`src/rtl/audio_peak_meter.sv`:
```
// audio_peak_meter: windowed peak level meter for a signed PCM stream.
// Three register stages (abs -> window max -> scale/hold) turn each window of
// WINDOW valid samples into a 0..9999 display level, a peak-hold level and a
// full-scale clip flag, all updated together with a one-cycle value_valid.
module audio_peak_meter #(
    parameter int unsigned DATA_W       = 16,
    parameter int unsigned WINDOW       = 4800,
    parameter int unsigned HOLD_WINDOWS = 10
) (
    input  logic              clk,
    input  logic              reset_n,
    input  logic              clear,
    input  logic              sample_valid,
    input  logic [DATA_W-1:0] sample,
    output logic [15:0]       value,
    output logic [15:0]       hold_value,
    output logic              clip,
    output logic              value_valid
);

    // Magnitude needs one extra bit so the most negative sample is representable.
    localparam int unsigned MAG_W   = DATA_W + 1;
    localparam int unsigned LVL_W   = 16;
    // Product of a MAG_W magnitude and the 14-bit scale constant, never below 32 bits.
    localparam int unsigned PROD_W  = (DATA_W + 15 > 32) ? DATA_W + 15 : 32;
    localparam int unsigned CNT_W   = $clog2(WINDOW);
    localparam int unsigned HOLD_W  = (HOLD_WINDOWS > 1) ? $clog2(HOLD_WINDOWS) : 1;
    localparam int unsigned SCALE   = 10000;
    localparam int unsigned MAX_LVL = 9999;

    // Stage A registers
    logic             a_valid;
    logic [MAG_W-1:0] a_mag;
    logic             a_clip;

    // Stage B registers
    logic [MAG_W-1:0] run_max;
    logic             run_clip;
    logic [CNT_W-1:0] cnt;
    logic             b_valid;
    logic [MAG_W-1:0] win_peak;
    logic             win_clip;

    // Stage C / hold registers
    logic [HOLD_W-1:0] hold_cnt;

    // Combinational helpers
    logic [MAG_W-1:0]  sext_c;
    logic [MAG_W-1:0]  mag_c;
    logic              full_scale_c;
    logic [MAG_W-1:0]  peak_c;
    logic              close_c;
    logic [PROD_W-1:0] prod_c;
    logic [PROD_W-1:0] scaled_c;
    logic [LVL_W-1:0]  lvl_c;
    logic              hold_last_c;

    // Absolute value and full-scale detection of the incoming sample
    always_comb begin
        sext_c       = {sample[DATA_W-1], sample};
        mag_c        = sext_c[MAG_W-1] ? (~sext_c + MAG_W'(1)) : sext_c;
        full_scale_c = (sample == {1'b0, {(DATA_W-1){1'b1}}})
                    || (sample == {1'b1, {(DATA_W-1){1'b0}}});
    end

    // Stage A: register magnitude and clip flag of each valid sample
    always_ff @(posedge clk or negedge reset_n) begin
        if (!reset_n) begin
            a_valid <= 1'b0;
            a_mag   <= '0;
            a_clip  <= 1'b0;
        end else if (clear) begin
            a_valid <= 1'b0;
            a_mag   <= '0;
            a_clip  <= 1'b0;
        end else begin
            a_valid <= sample_valid;
            if (sample_valid) begin
                a_mag  <= mag_c;
                a_clip <= full_scale_c;
            end
        end
    end

    // Running maximum including the current stage-A sample; window close detect
    always_comb begin
        peak_c  = (a_mag > run_max) ? a_mag : run_max;
        close_c = (cnt == CNT_W'(WINDOW - 1));
    end

    // Stage B: accumulate max/clip over WINDOW valid samples, emit on close
    always_ff @(posedge clk or negedge reset_n) begin
        if (!reset_n) begin
            run_max  <= '0;
            run_clip <= 1'b0;
            cnt      <= '0;
            b_valid  <= 1'b0;
            win_peak <= '0;
            win_clip <= 1'b0;
        end else if (clear) begin
            run_max  <= '0;
            run_clip <= 1'b0;
            cnt      <= '0;
            b_valid  <= 1'b0;
            win_peak <= '0;
            win_clip <= 1'b0;
        end else begin
            b_valid <= 1'b0;
            if (a_valid) begin
                if (close_c) begin
                    win_peak <= peak_c;
                    win_clip <= run_clip | a_clip;
                    run_max  <= '0;
                    run_clip <= 1'b0;
                    cnt      <= '0;
                    b_valid  <= 1'b1;
                end else begin
                    run_max  <= peak_c;
                    run_clip <= run_clip | a_clip;
                    cnt      <= cnt + CNT_W'(1);
                end
            end
        end
    end

    // Scale full-scale magnitude to 0..10000 and saturate to the 4-digit range
    always_comb begin
        prod_c      = PROD_W'(win_peak) * PROD_W'(SCALE);
        scaled_c    = prod_c >> (DATA_W - 1);
        lvl_c       = (scaled_c > PROD_W'(MAX_LVL)) ? LVL_W'(MAX_LVL) : scaled_c[LVL_W-1:0];
        hold_last_c = (hold_cnt == HOLD_W'(HOLD_WINDOWS - 1));
    end

    // Stage C: publish level, clip and peak-hold together with value_valid
    always_ff @(posedge clk or negedge reset_n) begin
        if (!reset_n) begin
            value       <= '0;
            hold_value  <= '0;
            clip        <= 1'b0;
            value_valid <= 1'b0;
            hold_cnt    <= '0;
        end else if (clear) begin
            value       <= '0;
            hold_value  <= '0;
            clip        <= 1'b0;
            value_valid <= 1'b0;
            hold_cnt    <= '0;
        end else begin
            value_valid <= b_valid;
            if (b_valid) begin
                value <= lvl_c;
                clip  <= win_clip;
                // Hold follows rises at once; decays only after HOLD_WINDOWS lower windows
                if (lvl_c >= hold_value) begin
                    hold_value <= lvl_c;
                    hold_cnt   <= '0;
                end else if (hold_last_c) begin
                    hold_value <= lvl_c;
                    hold_cnt   <= '0;
                end else begin
                    hold_cnt <= hold_cnt + HOLD_W'(1);
                end
            end
        end
    end

endmodule
```
`config.mk`:
```
export PLATFORM = sky130hd
export DESIGN_NAME = audio_peak_meter
export DESIGN_NICKNAME = d
export VERILOG_FILES = /design/src/rtl/audio_peak_meter.sv
export SDC_FILE = /design/constraint.sdc
export NUM_CORES = 1
export LEC_CHECK = 0
export ABC_AREA = 1
export BUFFER_PORTS_ARGS = -buffer_cell sky130_fd_sc_hd__clkbuf_2
export CORE_MARGIN = 8
export CORE_UTILIZATION = 60
export CTS_CLUSTER_DIAMETER = 200
export DETAILED_ROUTE_END_ITERATION = 10
export PLACE_DENSITY_LB_ADDON = 0.05
export SETUP_SLACK_MARGIN = 0.05
export SLEW_MARGIN = 10
export SYNTH_ARGS = -nofsm -noshare
export SYNTH_HDL_FRONTEND = slang
export SYNTH_SLANG_ARGS = --single-unit
```
`constraint.sdc`:
```
create_clock -name clk -period 15.4 [get_ports clk]
set_input_delay 0 -clock clk [delete_from_list [all_inputs] [get_ports clk]]
set_output_delay 0 -clock clk [all_outputs]
set_load 0.01 [all_outputs]
```
* Yosys cells after proc, flatten, opt, wreduce, memory -nomap -nowiden
Cells that the tools add are included.
** Operators by class
- $add $sub $neg :: 3
- $mul :: 1
- Divide/modulo/power cells :: 0
- Magnitude comparators :: 3
- Equality and inequality tests :: 4
- Shift operators :: 0
- Multiplexer cells :: 39
- Bitwise logic cells :: 2
- Reduce and logical (&&, ||, !) cells :: 8
** Operators by type and width (number)
- 17-bit two-way mux :: 10
- 16-bit two-way mux :: 7
- 13-bit two-way mux :: 3
- 17-bit by 10-bit multiplier with 27-bit output (second input constant) :: 1
- 17-bit by 1-bit adder with 17-bit output (second input constant) :: 1
- 17-bit > comparator :: 1
- 17-bit inverter :: 1
- 16-bit by 15-bit == test with 1-bit output (second input constant) :: 1
- 16-bit == test (second input constant) :: 1
- 16-bit greater-or-equal comparator :: 1
- 16-bit by 14-bit > comparator with 1-bit output (second input constant) :: 1
- 4-bit two-way mux :: 4
- 1-bit two-way mux :: 15
- 13-bit by 1-bit adder with 13-bit output (second input constant) :: 1
- 13-bit == test (second input constant) :: 1
- 2-bit nonzero test :: 4
- 4-bit by 1-bit adder with 4-bit output (second input constant) :: 1
- 4-bit == test (second input constant) :: 1
- 2-bit AND reduction :: 2
- 3-bit nonzero test :: 1
- 1-bit logical OR :: 1
- 1-bit bitwise OR :: 1
** Word-level totals
- Register bits after elaboration :: 107
- Latch bits :: 0
- Bits in writable memories :: 0
- ROM bits :: 0
- Input port bits :: 20
- Memories kept :: 0

* Logic depth before layout (Yosys ltp)
- Depth after elaboration :: 7
- Gate-level depth with buffers :: 42
- Gate-level depth less buffers :: 40

* Least setup slack after synthesis
Ideal clock, no wire load.
- Path kind :: flip-flop to flip-flop
- Start :: reg win_peak[4]
- End :: reg hold_value[10]
- Library setup time :: 0.118 ns
- Arrival :: 5.936 ns
- Required time :: 15.282 ns
- Path slack :: 9.346 ns
- Cell stages (with the launch flop) :: 38
- Buffers on the path :: 2
- Clock period less this slack :: 6.054 ns
- Cell sequence :: dfrtp_1 -> inv_1 -> fa_1 -> inv_1 -> ha_1 -> inv_1 -> fa_1 -> inv_1 -> ha_1 -> inv_1 -> fa_1 -> inv_1 -> ha_1 -> nand2_1 -> nand2_1 -> nand2_1 -> nand2_1 -> a21oi_1 -> (+2 left out) -> o21ai_0 -> nand2_1 -> nand2_1 -> nor2_4 -> buf_6 -> nand2_2 -> a21oi_1 -> ha_1 -> a21oi_1 -> o21ai_0 -> a21oi_1 -> o211ai_1 -> or2_2 -> nand2_1 -> clkinv_1 -> clkbuf_1 -> nand3_1 -> nand2_1
** Between the ends
- Cells in the longest elaborated chain, start to end :: 7
- Elaborated cells between the ends (all ways) :: 10
- Classes of those cells :: mul: 1; order compare: 2; mux: 5; reduce/logical: 2
** Ends and longest elaborated chain
- start: declaration :: line 41 : logic [MAG_W-1:0] win_peak;
- start signal: assignment :: line 111 : win_peak <= peak_c;
- 17-bit by 10-bit multiplier with 27-bit output (*) :: line 128 : prod_c = PROD_W'(win_peak) * PROD_W'(SCALE);
- 16-bit by 14-bit > comparator with 1-bit output :: line 130 : lvl_c = (scaled_c > PROD_W'(MAX_LVL)) ? LVL_W'(MAX_LVL) : scaled_c[LVL_W-1:0];
- 16-bit two-way mux (*) :: line 130
- 16-bit greater-or-equal comparator / 16-bit two-way mux (equally long branches) :: line 154, 157
- 16-bit two-way mux :: line 154 : if (lvl_c >= hold_value) begin
- 16-bit two-way mux :: line 150 : if (b_valid) begin
- 16-bit two-way mux :: line 142 : end else if (clear) begin
- end signal: assignment :: line 155 : hold_value <= lvl_c;
- end signal: assignment :: line 158 : hold_value <= lvl_c;
- end: declaration :: line 16 : output logic [15:0] hold_value,
Every way passes the cells marked *; elsewhere a longest branch is shown, timed or not. The select of a mux whose other input is x is not followed.
A chain may end at the register's enable or synchronous reset.

* Final worst setup path
- Start :: reg win_peak[12]
- End :: reg hold_value[11]
Same word-level chain as after synthesis.

==> results.json <==
{
  "status": "finished clean",
  "place_ws_ps": 8010,
  "p_int_w": 0.000468,
  "async_flop_share_pct": 100,
  "syn_to_final_growth_pct": 10.1,
  "critical_path_class": "reg -> reg",
  "fmax_mhz": 133,
  "grt_setup_unrepaired": "false",
  "drtAntennaViolNets": 0,
  "num_vias": 7240,
  "maxCapViolCount": 0,
  "reg2reg_from": "win_peak[12]",
  "hold_class": "in -> reg",
  "synth_top_cell_by_area": "dfrtp_1",
  "synth_area_leaders": "dfrtp_1, ha_1, inv_1",
  "p_sw_w": 0.000205,
  "drive_gt1_share_pct": 7.63,
  "grtUsageTotal_pct": 22.0,
  "root_buffer": "clkbuf_16",
  "rows": 44,
  "pwr-share-clk_pct": 35.9,
  "worstHoldPathCells": 3,
  "end_kind": "register",
  "setup_violations": 0,
  "drc_errors": 0,
  "dr.pass1.iters": 5,
  "wl_per_cell_um": 14.2,
  "worstReg2RegEnd": "hold_value[11]",
  "gp_congestion": 0.893,
  "comb_power_share_pct": 19.9,
  "finalCritPeriodShare_pct": 48.8,
  "cts_tree": "done",
  "finalMaxSlewViolations": 0,
  "grt_max_degree": 61,
  "grt_overflow": 0,
  "drt_iter0_drc": 390,
  "synth_top_area_share_pct": 31.0,
  "portBuffers": 53,
  "first_global_vias": 7024,
  "antenna_found_initial": 0,
  "avgViaCountPerCell": 5.36,
  "critPathSlowestCell": "clkinv_1",
  "power.leakage_nw": 5.33,
  "synthCells": 1103,
  "synth-seq-cells": 107,
  "place_inst": 1319,
  "p_sw_share_pct": 30.4,
  "clock-sinks": 107,
  "min_to": "a_mag[1]",
  "synth_edf_count": 0,
  "sequentialPowerShare_pct": 44.1,
  "fillCellCount": 1275,
  "cts.path.max_buffers": 2,
  "max-slew-margin-rel_pct": 31.3,
  "cts_resized": 0,
  "cts_buffers": 9,
  "initial_core_util_pct": 60.4,
  "syn_area_per_cell_um2": 7.83,
  "min_from": "sample[1]",
  "cp_max_fo": 18,
  "clk_latency_ps": 360,
  "h-tree-depth": 3,
  "cpPeakStageDelay_ps": 580,
  "fin_nets": 1328,
  "die_width_um": 136,
  "peakVddDrop_mv": 0.0608,
  "pin_count": 54,
  "wirelength_um": 19200,
  "dp.final_hpwl_um": 15300,
  "holdWs_ps": 17.9,
  "antennaDiodeCount": 0,
  "die_h_um": 136,
  "synth-seq-area-share_pct": 31.0,
  "instances_no_fill": 1350,
  "cp.arrival_ps": 7790,
  "hold_viol": 0,
  "fin_tns_setup_ps": 0,
  "r2r.worst_path.cells": 31,
  "synthesis.area_mm2": 0.00864,
  "startpoint_type": "register",
  "totalPowerFinal_w": 0.000673,
  "p_per_area_mw_per_mm2": 70.8,
  "tightestPinTransition_ps": 1030,
  "min_period_ps": 7520,
  "r2r_slack_ps": 7880,
  "worst_slack_ps": 7880,
  "cp.required_ps": 15670,
  "clkTransAtPathRegs_ps": 70,
  "ys_warn_count": 0,
  "grt_pass1_wl_um": 33100,
  "core_mm2": 0.0143,
  "clock_skew_ps": 13.3,
  "synth-main-ff-cell": "dfrtp_1",
  "cp_common_cell": "a21oi_1",
  "die_area_mm2": 0.0185,
  "ys_types": 44
}
## registers in the layout, indices dropped and copies added (netlist names)
| name | flops |
|---|---|
| a_mag | 17 |
| run_max | 17 |
| win_peak | 17 |
| hold_value | 16 |
| value | 16 |
| cnt | 13 |
| hold_cnt | 4 |
| a_clip | 1 |
| a_valid | 1 |
| b_valid | 1 |
| clip | 1 |
| run_clip | 1 |
| value_valid | 1 |
| win_clip | 1 |
## repair_timing
item | 4_1_cts | 5_1_grt
endpoints found under the hold margin | 60 | 0
buffers inserted | 0 | 0
hold buffers | 16 | 0
## logic make-up (layout without fill, tap and decap cells)
group | Yosys count | count (layout) | share of synthesized area (%)
simple gates | 393 | 393 | 19.8
buf+inv | 263 | 325 | 11.7
compound gates | 182 | 182 | 12.1
fa+ha+maj | 146 | 146 | 24.4
flops | 107 | 107 | 31.0
xor+xnor | 11 | 11 | 1.12
other cells | 1 | 2 | 0.0434
## per-layer routing
layer,wire [µm],vias to the layer above,global-route usage [%]
li1,-,3668,-
met1,9100,3418,29.1
met2,9110,127,36.5
met3,656,27,3.73
met4,351,0,6.47
met5,0,-,0
## power groups by stage
stage                     clock network (W)   logic, W  registers [W]
after floorplan                           0  0.0000973       0.000301
after global placement                    0   0.000128       0.000302
after detailed placement                  0   0.000130       0.000302
after CTS                          0.000245   0.000133       0.000297
after global routing               0.000255   0.000154       0.000298
final                              0.000242   0.000134       0.000297
## synth_stat cells, types with 15 or more instances
library cell  instances
nor2_1               70
o21ai_0              59
nand3_1              48
nor3_1               16
dfrtp_1             107
o22ai_1              38
a21oi_1              54
nand2_1             216
fa_1                 37
nand4_1              19
clkbuf_1             15
ha_1                109
inv_1               235
## critical path: cells and delay by family, from the launching register on
kind,cells,cell delay (ps)
adder cells (fa/ha/maj),7,2680
AND/OR/NAND/NOR,9,1840
flip-flops,1,390
buffers and inverters,6,1080
AO/OA/AOI/OAI,9,1430
## layout make-up
cell class / instances / area, µm² / area share, %
clock buffer: 10 / 239 / 2.51
clock inverter: 5 / 70.1 / 0.736
inverter: 240 / 901 / 9.47
multi-input combinational: 734 / 4960 / 52.1
sequential: 107 / 2680 / 28.1
tap: 184 / 230 / 2.42
timing repair buffer: 70 / 435 / 4.58
## layout by cell type (no fill, tap or decap), types with 2 or more instances in the layout
cell type | netlist | final
a21o_1 | 2 | 2
a21oi_1 | 54 | 54
a221oi_1 | 3 | 3
a22o_1 | 2 | 2
a31oi_1 | 2 | 2
and3_1 | 2 | 2
buf_4 | 0 | 2
clkbuf_16 | 0 | 9
clkbuf_2 | 0 | 52
clkinv_1 | 2 | 2
clkinv_4 | 0 | 2
conb_1 | 1 | 2
dfrtp_1 | 107 | 107
dlygate4sd3_1 | 0 | 16
fa_1 | 37 | 37
ha_1 | 109 | 109
inv_1 | 235 | 235
inv_2 | 3 | 3
inv_8 | 0 | 2
nand2_1 | 216 | 216
nand2_2 | 5 | 5
nand3_1 | 48 | 48
nand3_2 | 3 | 3
nand3b_1 | 4 | 4
nand4_1 | 19 | 19
nor2_1 | 70 | 69
nor3_1 | 16 | 16
nor3b_1 | 2 | 2
o211ai_1 | 2 | 2
o21ai_0 | 59 | 59
o21bai_1 | 14 | 14
o22ai_1 | 38 | 38
o31ai_1 | 2 | 2
or2_2 | 2 | 2
xnor2_1 | 2 | 2
xor2_1 | 9 | 9
## worst max-delay path by stage
stage                       startpoint             end  slack (ps)  depth (start not counted)
after floorplan            win_peak[4]  hold_value[10]        9350                         37
after global placement    win_peak[12]   hold_value[1]        8070                         30
after detailed placement  win_peak[12]  hold_value[11]        8010                         31
after CTS                 win_peak[12]  hold_value[11]        7960                         31
after global routing      win_peak[12]  hold_value[11]        7380                         31
final                     win_peak[12]  hold_value[11]        7880                         31
## per-stage QoR
step | util (%) | instance area (µm²)
global route | 66.5 | 9510
detailed placement | 63.2 | 9040
finish | 66.5 | 9510
floorplan | - | 8640
CTS | 66.5 | 9510
global placement | 63.2 | 9040
Note: power is estimated with default switching activity, not from simulation.
